File: config.mk
export PLATFORM = sky130hd
export DESIGN_NAME = vga_timing_gen_flat
export DESIGN_NICKNAME = d
export VERILOG_FILES = /design/src/rtl/vga_timing_gen_if.sv /design/src/rtl/vga_timing_gen.sv /design/src/flat_wrapper.sv
export SDC_FILE = /design/constraint.sdc
export NUM_CORES = 1
export LEC_CHECK = 0
export CELL_PAD_IN_SITES_DETAIL_PLACEMENT = 1
export CELL_PAD_IN_SITES_GLOBAL_PLACEMENT = 2
export CORE_MARGIN = 2
export CORE_UTILIZATION = 30
export CTS_CLUSTER_SIZE = 28
export DETAILED_ROUTE_END_ITERATION = 7
export PLACE_DENSITY = 0.82
export SLEW_MARGIN = 15
export SYNTH_ARGS = -nofsm -noshare
export SYNTH_HDL_FRONTEND = slang
export SYNTH_SLANG_ARGS = --single-unit
export TNS_END_PERCENT = 20
File: constraint.sdc
create_clock -name clk -period 11.98 [get_ports clk]
set_input_delay 2.995 -clock clk [delete_from_list [all_inputs] [get_ports clk]]
set_output_delay 2.995 -clock clk [all_outputs]
set_load 0.1 [all_outputs]
File: src/rtl/vga_timing_gen_if.sv
`default_nettype none
// +--------------------------------------------------------------------------+
// | vga_timing_gen_if : enable input and raster timing outputs of the        |
// | VGA timing generator.  Revision 1.0                                      |
// +--------------------------------------------------------------------------+
interface vga_timing_gen_if #(
  parameter int CW = 11
);
  logic          en;
  logic          pix_tick;
  logic [CW-1:0] h_count;
  logic [CW-1:0] v_count;
  logic          h_sync;
  logic          v_sync;
  logic          vd_on;
  logic          sol;
  logic          sof;
  logic          eof;
  logic [15:0]   frame_count;

  modport master (
    input  en,
    output pix_tick, h_count, v_count, h_sync, v_sync, vd_on,
           sol, sof, eof, frame_count
  );

  modport slave (
    output en,
    input  pix_tick, h_count, v_count, h_sync, v_sync, vd_on,
           sol, sof, eof, frame_count
  );
endinterface
`default_nettype wire

File: src/rtl/vga_timing_gen.sv
`default_nettype none
// +--------------------------------------------------------------------------+
// | vga_timing_gen : pixel-divided raster counters with registered sync,     |
// | blanking and line/frame strobes.  Revision 1.0                           |
// +--------------------------------------------------------------------------+
module vga_timing_gen #(
  parameter int H_ACTIVE = 640,
  parameter int H_FP     = 16,
  parameter int H_SYNC   = 96,
  parameter int H_BP     = 48,
  parameter int V_ACTIVE = 480,
  parameter int V_FP     = 10,
  parameter int V_SYNC   = 2,
  parameter int V_BP     = 33,
  parameter int CLK_DIV  = 4,
  parameter bit H_POL    = 1'b0,
  parameter bit V_POL    = 1'b0,
  parameter int CW       = 11
) (
  input  logic            clk,
  input  logic            rst,
  vga_timing_gen_if.master bus
);

  localparam int H_TOTAL = H_ACTIVE + H_FP + H_SYNC + H_BP;
  localparam int V_TOTAL = V_ACTIVE + V_FP + V_SYNC + V_BP;

  localparam logic [CW-1:0] H_LAST = CW'(H_TOTAL - 1);
  localparam logic [CW-1:0] V_LAST = CW'(V_TOTAL - 1);

  // One spare bit so window bounds equal to 2^CW still compare correctly
  localparam logic [CW:0] H_ACT_END  = (CW+1)'(H_ACTIVE);
  localparam logic [CW:0] H_SYNC_BEG = (CW+1)'(H_ACTIVE + H_FP);
  localparam logic [CW:0] H_SYNC_END = (CW+1)'(H_ACTIVE + H_FP + H_SYNC - 1);
  localparam logic [CW:0] V_ACT_END  = (CW+1)'(V_ACTIVE);
  localparam logic [CW:0] V_SYNC_BEG = (CW+1)'(V_ACTIVE + V_FP);
  localparam logic [CW:0] V_SYNC_END = (CW+1)'(V_ACTIVE + V_FP + V_SYNC - 1);

  localparam logic [3:0] DIV_LAST = 4'(CLK_DIV - 1);

  logic [3:0]    div_q, div_d;
  logic [CW-1:0] h_count_q, h_count_d;
  logic [CW-1:0] v_count_q, v_count_d;
  logic [15:0]   frame_count_q;
  logic          h_sync_q, h_sync_d;
  logic          v_sync_q, v_sync_d;
  logic          vd_on_q, vd_on_d;
  logic          sol_q, sol_d;
  logic          sof_q, sof_d;
  logic          eof_q, eof_d;
  logic          tick;

  assign tick = bus.en & ~rst & (div_q == DIV_LAST);

  always_comb begin
    div_d     = div_q;
    h_count_d = h_count_q;
    v_count_d = v_count_q;
    if (bus.en) begin
      div_d = (div_q == DIV_LAST) ? 4'd0 : div_q + 4'd1;
    end
    if (tick) begin
      h_count_d = (h_count_q == H_LAST) ? '0 : h_count_q + CW'(1);
      if (h_count_q == H_LAST) begin
        v_count_d = (v_count_q == V_LAST) ? '0 : v_count_q + CW'(1);
      end
    end
  end

  // Flags decode the next counts so they line up with the counts they describe
  always_comb begin
    h_sync_d = (({1'b0, h_count_d} >= H_SYNC_BEG) && ({1'b0, h_count_d} <= H_SYNC_END))
               ? H_POL : ~H_POL;
    v_sync_d = (({1'b0, v_count_d} >= V_SYNC_BEG) && ({1'b0, v_count_d} <= V_SYNC_END))
               ? V_POL : ~V_POL;
    vd_on_d  = ({1'b0, h_count_d} < H_ACT_END) && ({1'b0, v_count_d} < V_ACT_END);
    sol_d    = tick && (h_count_d == '0);
    sof_d    = tick && (h_count_d == '0) && (v_count_d == '0);
    eof_d    = tick && (h_count_d == H_LAST) && (v_count_d == V_LAST);
  end

  always_ff @(posedge clk or posedge rst) begin
    if (rst) begin
      div_q         <= 4'd0;
      h_count_q     <= '0;
      v_count_q     <= '0;
      frame_count_q <= 16'd0;
      h_sync_q      <= ~H_POL;
      v_sync_q      <= ~V_POL;
      vd_on_q       <= 1'b1;
      sol_q         <= 1'b0;
      sof_q         <= 1'b0;
      eof_q         <= 1'b0;
    end else begin
      div_q <= div_d;
      sol_q <= sol_d;
      sof_q <= sof_d;
      eof_q <= eof_d;
      if (tick) begin
        h_count_q <= h_count_d;
        v_count_q <= v_count_d;
        h_sync_q  <= h_sync_d;
        v_sync_q  <= v_sync_d;
        vd_on_q   <= vd_on_d;
      end
      if (sof_d) begin
        frame_count_q <= frame_count_q + 16'd1;
      end
    end
  end

  // Strobes are masked so a pause never shows a stale one-cycle pulse
  assign bus.pix_tick    = tick;
  assign bus.h_count     = h_count_q;
  assign bus.v_count     = v_count_q;
  assign bus.h_sync      = h_sync_q;
  assign bus.v_sync      = v_sync_q;
  assign bus.vd_on       = vd_on_q;
  assign bus.sol         = sol_q & bus.en;
  assign bus.sof         = sof_q & bus.en;
  assign bus.eof         = eof_q & bus.en;
  assign bus.frame_count = frame_count_q;

endmodule
`default_nettype wire

File: src/flat_wrapper.sv
// flat-port wrapper written by rule: the top's interface ports become plain ports
module vga_timing_gen_flat 
#(
  parameter int H_ACTIVE = 640,
  parameter int H_FP     = 16,
  parameter int H_SYNC   = 96,
  parameter int H_BP     = 48,
  parameter int V_ACTIVE = 480,
  parameter int V_FP     = 10,
  parameter int V_SYNC   = 2,
  parameter int V_BP     = 33,
  parameter int CLK_DIV  = 4,
  parameter bit H_POL    = 1'b0,
  parameter bit V_POL    = 1'b0,
  parameter int CW       = 11
)
  (clk, rst, bus_en, bus_pix_tick, bus_h_count, bus_v_count, bus_h_sync, bus_v_sync, bus_vd_on, bus_sol, bus_sof, bus_eof, bus_frame_count);
  vga_timing_gen_if #(.CW(CW)) bus_i ();
  input  logic clk;
  input  logic rst;
  input wire logic [$bits(bus_i.en)-1:0] bus_en;
  output wire logic [$bits(bus_i.pix_tick)-1:0] bus_pix_tick;
  output wire logic [$bits(bus_i.h_count)-1:0] bus_h_count;
  output wire logic [$bits(bus_i.v_count)-1:0] bus_v_count;
  output wire logic [$bits(bus_i.h_sync)-1:0] bus_h_sync;
  output wire logic [$bits(bus_i.v_sync)-1:0] bus_v_sync;
  output wire logic [$bits(bus_i.vd_on)-1:0] bus_vd_on;
  output wire logic [$bits(bus_i.sol)-1:0] bus_sol;
  output wire logic [$bits(bus_i.sof)-1:0] bus_sof;
  output wire logic [$bits(bus_i.eof)-1:0] bus_eof;
  output wire logic [$bits(bus_i.frame_count)-1:0] bus_frame_count;
  assign bus_i.en = bus_en;
  assign bus_pix_tick = bus_i.pix_tick;
  assign bus_h_count = bus_i.h_count;
  assign bus_v_count = bus_i.v_count;
  assign bus_h_sync = bus_i.h_sync;
  assign bus_v_sync = bus_i.v_sync;
  assign bus_vd_on = bus_i.vd_on;
  assign bus_sol = bus_i.sol;
  assign bus_sof = bus_i.sof;
  assign bus_eof = bus_i.eof;
  assign bus_frame_count = bus_i.frame_count;
  vga_timing_gen #(.H_ACTIVE(H_ACTIVE), .H_FP(H_FP), .H_SYNC(H_SYNC), .H_BP(H_BP), .V_ACTIVE(V_ACTIVE), .V_FP(V_FP), .V_SYNC(V_SYNC), .V_BP(V_BP), .CLK_DIV(CLK_DIV), .H_POL(H_POL), .V_POL(V_POL), .CW(CW)) u_core (.clk(clk), .rst(rst), .bus(bus_i));
endmodule
==> run summary, run 1 <==
Die ar. -> 10370 sq um
Root Buffer -> clkbuf_8
Achievable Freq -> 108.9 MHz
Final setup skew -> 0.01251 ns
Wire per inst -> 16.33 microns
Diode count -> 0
Critical path endpoint category -> output pin
DIE HEIGHT -> 101.8 microns
Via/cell ratio -> 5.218
Initial Utilization -> 30.93%
Placed Area -> 3441 sq um
CP max-delay cell -> clkdlybuf4s50_1
Worst setup margin -> 2.799 ns
Final min period -> 9.181 ns
Post-Place Setup Slack -> 2.792 ns
CP peak stage delay -> 1.26 ns
First-pass GRT wire length -> 13.55 mm
# hold bufs at CTS -> 0
I/O pin cnt -> 48
Vias -> 2515
Final nets -> 360
#FFs+latches synth -> 48
Sequential Area -> 1205 sq um
Core area -> 9284 sq um
CP arrival -> 6.19 ns
Post-route insts no fill -> 482
Post-Syn Instances -> 312
Iter 0 DRT Violations -> 93
Post-Syn Nets -> 320
Pleak -> 1.454 nW
Largest net degree at the start of global routing -> 49
Worst slew pin tran -> 0.9758 ns
Async SR Flop Fraction -> 100.0%
Pwr Density -> 129.9 nW/um^2
Kind of critical path -> primary input to output pin
Worst Hold Class -> flip-flop to flip-flop
RSZ-0062 raised after global routing -> no
Antenna violations before repair -> 0
Fin crit share -> 76.63%
Crit-path max FO -> 25
Drt pass-1 iters -> 4
Design area -> 3562 sq um
Post-synth cell types -> 53
Vias in the first global route -> 2624
Die X -> 101.8 microns
Syn Std Cell Area -> 2872 sq um
Post-synth EDFFs -> 0
Max-cap violations -> 0
# setup viols final -> 0
Placed Cells -> 474
Most frequent CP cell -> clkdlybuf4s50_1
YS warnings -> 0
Quantity of I/O buffers inserted on ports -> 47
Syn_area_per_cell -> 9.204 sq um
Setup_tns -> 0 ns
Grt ovf -> 0
Placer Congestion -> 0.8454
Worst path cell trace -> clkdlybuf4s50_1 -> nand4bb_1 -> nand2b_1 -> inv_1 -> clkdlybuf4s50_1
CTS Sinks -> 48
Fillcell total -> 1095
Drt total wl -> 7.871 mm
Sequential fraction of the synthesis area -> 41.96%
Share of cells above drive strength 1 -> 6.516%
DPL Wire Length -> 5.708 mm
Clock transition at path regs -> 0.09 ns
Syn-to-layout area delta -> 24.05%
Final Max Slew Viols -> 0
Outcome -> finished, final reports clean
Cts repair resizes -> 0
WHS -> 0.4759 ns
Worst-skew pair later-pin latency -> 0.31 ns
CTS tree -> built
Rows -> 35
Max VDD drop -> 89.42 uV
Setup Fix Bufs, Post-CTS -> 0
Number of CTS-inserted buffers -> 5
Most used DFF post-synth -> dfrtp_1
Slew Limit Headroom -> 34.74%
Post-route DRC -> 0
Setup crit start kind -> primary input
CP required -> 8.99 ns
Total GRT Usage -> 16.37%
ANT nets after route -> 0
H-tree Lvls -> 2
Max Buffers Root-to-Sink -> 2
Multi-input gate area -> 1544 sq um
Final Hold Viols -> 0
## final timing paths
kind                                              end  cells after the start                  startpoint  slack, ns
setup reg to reg            u_core.bus.frame_count[1]                      9             u_core.div_q[0]       7.95
min in group asynchronous             u_core.div_q[2]                      3                         rst       3.28
hold / removal             u_core.bus.frame_count[15]                      1  u_core.bus.frame_count[15]       0.48
hold reg to reg            u_core.bus.frame_count[15]                      1  u_core.bus.frame_count[15]       0.48
max in group asynchronous       u_core.bus.v_count[8]                      3                         rst       8.25
setup / recovery                         bus_pix_tick                      5                      bus_en       2.80
## area by class of cell
class                   instances  share of cell area (%)
clock inverters                 2                   1.089
clock buffers                   6                   2.318
inverters                      14                   1.475
flip-flops and latches         48                   33.83
repair buffers                 48                   13.42
well taps                     129                   4.531
multi-input cells             235                   43.34
## worst max-delay path: cells and delay by family
| kind | cells | cell delay, ns |
|---|---|---|
| buffers and inverters | 3 | 2.58 |
| and+or+nand+nor | 2 | 0.59 |
## cell usage after synthesis (2+ instances only)
library cell / n / area (sq um)
nor4b_1: 3 / 26.28
mux2_2: 2 / 22.52
nor4_1: 9 / 56.30
and3_1: 18 / 112.6
buf_4: 2 / 15.01
nor2b_1: 2 / 12.51
or4_4: 2 / 22.52
o31ai_1: 5 / 37.54
nand3b_1: 3 / 22.52
ha_1: 5 / 62.56
dfrtp_1: 45 / 1126
nand4_1: 12 / 75.07
o31a_1: 2 / 17.52
inv_1: 14 / 52.55
nor3_2: 2 / 20.02
and2_1: 6 / 37.54
buf_2: 4 / 20.02
nor3_1: 9 / 45.04
a31oi_1: 6 / 37.54
dfstp_2: 3 / 78.83
nand3_1: 20 / 100.1
nand2b_1: 4 / 25.02
nand4b_1: 2 / 17.52
nand3_2: 2 / 20.02
o21ai_0: 16 / 80.08
o2bb2ai_1: 2 / 17.52
nand2_1: 32 / 120.1
nor2_1: 14 / 52.55
xor2_1: 11 / 96.34
xnor2_1: 21 / 183.9
a21oi_1: 3 / 15.01
clkbuf_1: 7 / 26.28
a32o_1: 2 / 20.02
a21o_1: 2 / 15.01
nor4bb_1: 2 / 20.02
## sequential cells by signal, indices dropped and copies added, names as in the netlist
| signal | cells |
|---|---|
| u_core.bus.vd_on | 1 |
| u_core.div_q | 4 |
| u_core.sol_q | 1 |
| u_core.eof_q | 1 |
| u_core.bus.frame_count | 16 |
| u_core.bus.h_sync | 1 |
| u_core.sof_q | 1 |
| u_core.bus.v_count | 11 |
| u_core.bus.v_sync | 1 |
| u_core.bus.h_count | 11 |
## stage by stage
stage / utilization, % / power [mW]
5_1_grt: 38.37 / 0.4832
6_report: 38.37 / 0.4628
3_3_place_gp: 37.06 / 0.3384
3_5_place_dp: 37.06 / 0.3408
4_1_cts: 38.37 / 0.4689
2_1_floorplan: - / 0.3073
## layout by cell type, fill, tap and decap left out, types with 6 or more instances in the layout
cell type and instances:
dfrtp_1 45, o21ai_0 16, nor4_1 9, nor2_1 14
a31oi_1 6, clkbuf_8 6, nand2_1 32, nand4_1 12
xor2_1 11, and3_1 18, clkdlybuf4s50_1 47, and2_1 6
nand3_1 20, nor3_1 9, inv_1 13, xnor2_1 21
## cells by family (layout without fill, tap and decap cells)
logic type | Yosys count | after routing | share of synthesized area [%]
flip-flops | 48 | 48 | 41.96
AND/OR/NAND/NOR | 149 | 149 | 29.89
adder cells (fa/ha/maj) | 5 | 5 | 2.179
multiplexers | 2 | 2 | 0.7843
XOR/XNOR | 32 | 32 | 9.760
buffers and inverters | 29 | 70 | 4.270
AO/OA/AOI/OAI | 47 | 47 | 11.16
## report_power, final
part / internal (mW) / switching [mW]
Combinational: 0.0343 / 0.107
Clock: 0.0683 / 0.0578
Sequential: 0.178 / 0.0174
## layer usage
layer  global-route usage [%]  up-vias  routed length, microns
met1                    23.62     1236                    3831
met4                    2.564        0                      40
met2                    26.32       61                    3709
met5                        0        -                       0
met3                    2.941        6                     290
li1                         -     1212                       -
Note: power is estimated with default switching activity, not from simulation.
==> run 2, diff against run 1 <==
==> constraint.sdc (replaced) <==
create_clock -name clk -period 9.3 [get_ports clk]
set_input_delay 2.325 -clock clk [delete_from_list [all_inputs] [get_ports clk]]
set_output_delay 2.325 -clock clk [all_outputs]
set_load 0.1 [all_outputs]
==> run summary, run 2 (synthesis gave the netlist of run 1 again) <==
ANT nets after route -> 0
Crit-path max FO -> 25
Max Buffers Root-to-Sink -> 2
Total GRT Usage -> 16.31%
Achievable Freq -> 142.7 MHz
Initial Utilization -> 30.93%
Fin crit share -> 75.36%
Placed Cells -> 474
Final setup skew -> 0.004327 ns
Cts repair resizes -> 0
Number of CTS-inserted buffers -> 5
Post-route DRC -> 0
Share of cells above drive strength 1 -> 6.799%
Wire per inst -> 16.28 microns
H-tree Lvls -> 2
Placer Congestion -> 0.8222
Clock transition at path regs -> 0.09 ns
Quantity of I/O buffers inserted on ports -> 47
Pwr Density -> 167.9 nW/um^2
Clk pwr share -> 27.7%
Max reg flops -> 16
Most frequent cells in the layout -> clkdlybuf4s50_1, dfrtp_1, nand2_1
First-pass GRT wire length -> 13.35 mm
Worst slew pin tran -> 0.9793 ns
CP required -> 6.98 ns
WP depth -> 5
Drt total wl -> 7.846 mm
Hold Path Depth -> 1
Critical path endpoint category -> output pin
Post-route insts no fill -> 482
CP arrival -> 4.68 ns
Die X -> 101.8 microns
CTS Sinks -> 48
CP peak stage delay -> 0.68 ns
Final nets -> 360
Final Max Slew Viols -> 0
Setup Fix Bufs, Post-CTS -> 0
Worst path cell trace -> clkdlybuf4s50_1 -> nand4bb_1 -> nand2b_1 -> inv_1 -> buf_4
Via/cell ratio -> 5.268
RSZ-0062 raised after global routing -> no
Delay-heaviest family, CP -> buffers and inverters
Worst-skew pair later-pin latency -> 0.31 ns
Final min period -> 7.008 ns
Core area -> 9284 sq um
# hold bufs at CTS -> 0
Drt pass-1 iters -> 4
Fillcell total -> 1109
DIE HEIGHT -> 101.8 microns
Setup_tns -> 0 ns
Root Buffer -> clkbuf_8
Max VDD drop -> 62.64 uV
Most common cell after layout, fill and taps aside -> clkdlybuf4s50_1
Antenna violations before repair -> 0
CTS tree -> built
Seq pwr share -> 42.1%
Largest net degree at the start of global routing -> 49
Diode count -> 0
Switching power -> 236.0 uW
Cell count of the worst reg-to-reg path -> 10
Outcome -> finished, final reports clean
DPL Wire Length -> 5.772 mm
Slew Limit Headroom -> 34.51%
I/O pin cnt -> 48
Int Pwr -> 361.8 uW
Rows -> 35
Setup crit start kind -> primary input
Die ar. -> 10370 sq um
# setup viols final -> 0
Iter 0 DRT Violations -> 96
CP max-delay cell -> inv_1
Worst Hold Class -> flip-flop to flip-flop
Logic pwr share -> 30.2%
Grt ovf -> 0
Max-cap violations -> 0
Kind of critical path -> primary input to output pin
Syn-to-layout area delta -> 23.97%
Buf/Inv on CP -> 3
Sw Share -> 39.48%
Vias in the first global route -> 2618
Final Hold Viols -> 0
Pleak -> 1.456 nW
Vias -> 2539
run 2: worst paths after layout:
| kind | to | slack [ns] | start |
|---|---|---|---|
| setup / recovery | bus_pix_tick | 2.29 | bus_en |
| hold / removal | u_core.bus.frame_count[15] | 0.48 | u_core.bus.frame_count[15] |
| setup reg to reg | u_core.bus.frame_count[7] | 5.32 | u_core.div_q[0] |
| hold reg to reg | u_core.bus.frame_count[15] | 0.48 | u_core.bus.frame_count[15] |
| max in group asynchronous | u_core.bus.v_count[7] | 6.24 | rst |
| min in group asynchronous | u_core.bus.h_count[1] | 2.64 | rst |
run 2: area by class of cell:
type	count	area, sq um	share of cell area [%]
clock buffer	6	82.58	2.320
clock inverter	2	38.79	1.090
inverter	14	52.55	1.476
multi-input combinational	235	1544	43.37
sequential	48	1205	33.85
tap	129	161.4	4.534
timing repair buffer	48	475.5	13.36
run 2: worst register-to-register path: stages, from the launching register on:
cell and delay (ns):
dfrtp_1 0.39, ha_1 0.22, nand4bb_1 0.17, nand2b_1 0.41, inv_1 0.68, and3_1 0.40, o22a_1 0.19, nand4_1 0.39
or4_4 0.68, or2_1 0.23, xnor2_1 0.12
run 2: layer usage:
layer / wire length (microns) / GRT usage (%) / vias to the layer above
met2: 3622 / 26.67 / 58
met1: 3784 / 22.15 / 1255
met5: 0 / 0 / -
met3: 301 / 2.736 / 14
met4: 138 / 5.231 / 0
li1: - / - / 1212
run 2: per-stage QoR:
step / instance area, sq um / hold WS, ns / total power, mW / setup slack, ns / utilization [%]
floorplan: 2872 / 0.4938 / 0.3958 / 1.984 / -
CTS: 3560 / 0.4818 / 0.6049 / 2.271 / 38.34
global route: 3560 / 0.4966 / 0.6291 / 2.085 / 38.34
detailed placement: 3438 / 0.4563 / 0.4383 / 2.284 / 37.04
global placement: 3438 / 0.4597 / 0.4358 / 2.358 / 37.04
finish: 3560 / 0.4753 / 0.5978 / 2.292 / 38.34
run 2: power by group through the flow:
| stage | combinational [mW] | sequential (mW) | clock (mW) |
|---|---|---|---|
| floorplan | 0.0553 | 0.341 | 0 |
| global placement | 0.181 | 0.255 | 0 |
| detailed placement | 0.183 | 0.256 | 0 |
| CTS | 0.183 | 0.252 | 0.170 |
| global route | 0.193 | 0.255 | 0.180 |
| finish | 0.181 | 0.251 | 0.166 |
